==> src/rtl/mux_pkg.sv <==
// Shared definitions for the channel multiplexer / scanner.
package mux_pkg;

  typedef enum logic {
    MODE_MANUAL = 1'b0,
    MODE_SCAN   = 1'b1
  } mode_e;

endpackage

==> src/rtl/mux_next_chan.sv <==
// Cyclic search for the first enabled channel at or after ptr; also flags
// whether that channel is the highest-index enabled one.
module mux_next_chan #(
  parameter  int unsigned CHANNELS = 4,
  localparam int unsigned SEL_W    = $clog2(CHANNELS)
) (
  input  logic [CHANNELS-1:0] en_mask,
  input  logic [SEL_W-1:0]    ptr,
  output logic [SEL_W-1:0]    chan,
  output logic                found,
  output logic                is_last
);

  logic [SEL_W-1:0] hi_c;

  always_comb begin
    chan    = '0;
    found   = 1'b0;
    is_last = 1'b0;
    hi_c    = '0;
    for (int unsigned k = 0; k < CHANNELS; k++) begin
      if (en_mask[SEL_W'(k)]) hi_c = SEL_W'(k);
    end
    // Walk offsets from farthest to nearest so the nearest hit wins.
    for (int unsigned i = CHANNELS; i > 0; i--) begin
      int unsigned idx;
      idx = 32'(ptr) + (i - 1);
      if (idx >= CHANNELS) idx = idx - CHANNELS;
      if (en_mask[SEL_W'(idx)]) begin
        chan  = SEL_W'(idx);
        found = 1'b1;
      end
    end
    is_last = found && (chan == hi_c);
  end

endmodule

==> src/rtl/mux_scanner.sv <==
// Registered channel multiplexer with manual select and round-robin auto-scan
// over enabled channels, behind a valid/ready output stage.
module mux_scanner
  import mux_pkg::*;
#(
  parameter  int unsigned WIDTH    = 8,
  parameter  int unsigned CHANNELS = 4,
  localparam int unsigned SEL_W    = $clog2(CHANNELS)
) (
  input  logic                      clk,
  input  logic                      rst,
  input  logic [CHANNELS*WIDTH-1:0] data_in,
  input  logic [SEL_W-1:0]          sel,
  input  logic                      mode,
  input  logic [CHANNELS-1:0]       en_mask,
  input  logic                      out_ready,
  output logic                      out_valid,
  output logic [WIDTH-1:0]          out_data,
  output logic [SEL_W-1:0]          out_chan,
  output logic                      out_last
);

  localparam int unsigned OFF_W = $clog2(CHANNELS * WIDTH);

  logic [SEL_W-1:0] ptr;
  logic [SEL_W-1:0] nc_chan;
  logic             nc_found;
  logic             nc_last;
  logic             load_c;

  mux_next_chan #(.CHANNELS(CHANNELS)) u_next_chan (
    .en_mask (en_mask),
    .ptr     (ptr),
    .chan    (nc_chan),
    .found   (nc_found),
    .is_last (nc_last)
  );

  assign load_c = !out_valid || out_ready;

  always_ff @(posedge clk) begin
    if (rst) begin
      out_valid <= 1'b0;
      out_data  <= '0;
      out_chan  <= '0;
      out_last  <= 1'b0;
      ptr       <= '0;
    end else if (load_c) begin
      if (mode == MODE_SCAN) begin
        // Empty mask: drop valid but keep the last sample and scan position.
        if (nc_found) begin
          out_data  <= data_in[OFF_W'(nc_chan) * OFF_W'(WIDTH) +: WIDTH];
          out_chan  <= nc_chan;
          out_valid <= 1'b1;
          out_last  <= nc_last;
          ptr       <= (32'(nc_chan) == CHANNELS - 1) ? '0 : nc_chan + SEL_W'(1);
        end else begin
          out_valid <= 1'b0;
          out_last  <= 1'b0;
        end
      end else begin
        out_last <= 1'b0;
        if (32'(sel) < CHANNELS) begin
          out_data  <= data_in[OFF_W'(sel) * OFF_W'(WIDTH) +: WIDTH];
          out_chan  <= sel;
          out_valid <= en_mask[sel];
        end else begin
          out_valid <= 1'b0;
        end
      end
    end
  end

endmodule

==> config.mk <==
export PLATFORM = sky130hd
export DESIGN_NAME = mux_scanner
export DESIGN_NICKNAME = d
export VERILOG_FILES = /design/src/rtl/mux_pkg.sv /design/src/rtl/mux_next_chan.sv /design/src/rtl/mux_scanner.sv
export SDC_FILE = /design/constraint.sdc
export NUM_CORES = 1
export LEC_CHECK = 0
export CORE_MARGIN = 2
export CORE_UTILIZATION = 40
export CTS_CLUSTER_SIZE = 28
export DETAILED_ROUTE_END_ITERATION = 16
export PLACE_DENSITY = 0.86
export SYNTH_ARGS = -nofsm -noshare
export SYNTH_HDL_FRONTEND = slang
export SYNTH_SLANG_ARGS = --single-unit
==> constraint.sdc <==
create_clock -name clk -period 3.5 [get_ports clk]
set_clock_uncertainty 0.15 [all_clocks]
set_input_delay 0.7 -clock clk [delete_from_list [all_inputs] [get_ports clk]]
set_output_delay 0.7 -clock clk [all_outputs]
set_load 0.01 [all_outputs]
==> reports/results.ini <==
[power_and_ir_drop]
p_leak_nw=0.718
powerDensity_nw_per_um2=310
vdd_drop_max_v=0.000179

[cts]
cts_sinks=14
h-tree-depth=1
path_clk_slew_ns=0.10
cts_buffers=3
clockBufferDepth=2
clk_latency_ns=0.30
clockRootBuffer=clkbuf_4
cts_hold_buf=0
cts_tree=done
ctsResizeCount=0
cts_setup_buffers=0

[sta]
max_slew_margin_pct=59.7
min_period_ns=2.56
finalSetupViolations=0
fmax_mhz=390
setup_tns_ns=0
fin_crit_sh_pct=73.2
drv_slew=0
rsz0062_at_grt=no
worstMarginPinSlew_ns=0.603
hold_viol_final=0

[placed_design]
dp_hpwl_mm=2.77
io_buffers=53
gp_congestion=0.786

[route]
first_iter_violations=84
post_drt_via_cell_ratio=5.76
drcViolationCount=0
drt-total-wl_mm=3.73
wire_per_inst_um=15.4
drtPass1Iterations=4
detail-route-antenna-nets=0
num_vias=1400

[min_path]
holdPathStages=2
hp-class=flop to flop
min_from=out_last
min_to=out_last

[global_route]
grt_pass1_vias=1287
grt_max_degree=20
grt.overflow.total=0
grt_pass1_wl_mm=5.98
antenna_found_initial=0
grt_usage_pct=22.1

[layout]
num_antenna_cells=0
utilization_pct=60.6
area_growth_pct=44.6
drive_above_1_share_pct=11.1
fill_cells=280
multi_input_area_sq_um=842
fin_nets=242
regArea_sq_um=280

[yosys]
yosysUniqueCellTypes=41
post_synth_instance_area_sq_um=1270
synth_ff_type=dfxtp_1
postSynth.asyncResetShare_pct=0
yosysMostFrequentCell=inv_1
synth_top_area_share_pct=22.1
ys_top_cells_by_count=inv_1, dfxtp_1, a21oi_1
synth_area_leaders=dfxtp_1, a221oi_2, mux2i_1, a221oi_1, o221ai_1
syn_area_per_cell_sq_um=8.35
postSynthCellCount=152
ys_ff_latch=14
ys_seq_area_share_pct=22.1
synth_top_cell_by_area=dfxtp_1
synth_warnings=0
synth_edf_count=0
synth_fp_nets=194

[die]
top_level_ports=54
die_w_um=60.3
die_h_um=60.3
num_rows=20
dieArea_sq_um=3640
start_util_pct=41.9
coreArea_sq_um=3030

[critical_path]
startpoint_type=input port
arrival_ns=2.58
r2r_slack_ns=1.51
cp_max_fo=9
critPathCaptureType=flop
cp.required_ns=3.52
r2r-start=ptr[1]
crit_type=input port to flop
r2r_cells=5
r2r_end=out_data[2]

[outcome]
status=finished clean

[run]
max_cap_viol_count=0

## worst max path at each step
| stage | from | end | cells after the start |
|---|---|---|---|
| 5_1_grt | en_mask[1] | out_data[2] | 6 |
| 6_report | en_mask[1] | out_data[2] | 6 |
| 2_1_floorplan | en_mask[1] | out_data[0] | 7 |
| 3_3_place_gp | en_mask[1] | out_data[2] | 6 |
| 3_5_place_dp | en_mask[1] | out_data[2] | 6 |
| 4_1_cts | en_mask[1] | out_data[2] | 6 |
## per-stage QoR
stage                     instances  worst slack [ns]  hold slack, ns  cell area (sq um)  power [mW]
after floorplan                 152              1.37           0.326               1270       0.343
after global placement          239             0.664           0.299               1800       0.442
after detailed placement        239             0.656           0.302               1800       0.446
after CTS                       243             0.962           0.316               1830       0.566
after global routing            243             0.775           0.353               1830       0.596
final                           243             0.937           0.325               1830       0.568
## flip-flops by register name, indices dropped and copies added (netlist names)
| name | count |
|---|---|
| ptr | 2 |
| out_chan | 2 |
| out_valid | 1 |
| out_last | 1 |
| out_data | 8 |
## worst max-delay path, cell delays in order
cell             delay [ns]
clkdlybuf4s50_1        0.62
a2bb2oi_1              0.29
o211a_1                0.23
nand2_1                0.18
a221oi_1               0.44
a221oi_2               0.12
## per-layer routing
layer,vias up,track usage (%),part of all wire [%]
li1,675,-,-
met1,645,30.8,46
met2,72,34.0,45
met3,8,3.25,7.0
met4,0,9.21,2.1
met5,-,0,0
## placed cells by master, fill, tap and decap left out, types with 4 or more instances in the layout
cell	n
dfxtp_1	14
nor2b_1	7
clkdlybuf4s50_1	53
o31ai_1	8
o221ai_1	8
inv_1	18
a211oi_1	4
a221oi_1	9
mux2i_1	8
a221oi_2	8
nand2_1	5
a21oi_1	13
nor2_1	10
## where the power goes
part           leakage [nW]  switching [mW]  total, mW  internal, mW
clock network        0.0210          0.0589      0.122        0.0635
registers             0.117          0.0156      0.194         0.178
logic                 0.581           0.119      0.252         0.133
## kinds of logic (layout without fill, tap and decap cells)
logic type | count (synthesis) | in the layout | synth area share [%]
AO/OA/AOI/OAI | 64 | 64 | 42.8
AND/OR/NAND/NOR | 33 | 33 | 14.5
buffers and inverters | 31 | 78 | 11.5
flip-flops | 14 | 14 | 22.1
multiplexers | 9 | 9 | 8.38
XOR/XNOR | 1 | 1 | 0.690
## cell type report
class	instances	area share [%]
clock buffer	4	1.98
timing repair buffer	56	30.2
inverter	18	3.68
multi-input combinational	107	45.9
sequential	14	15.3
tap	44	3.00
No activity file was read; power rests on OpenSTA's default activity.
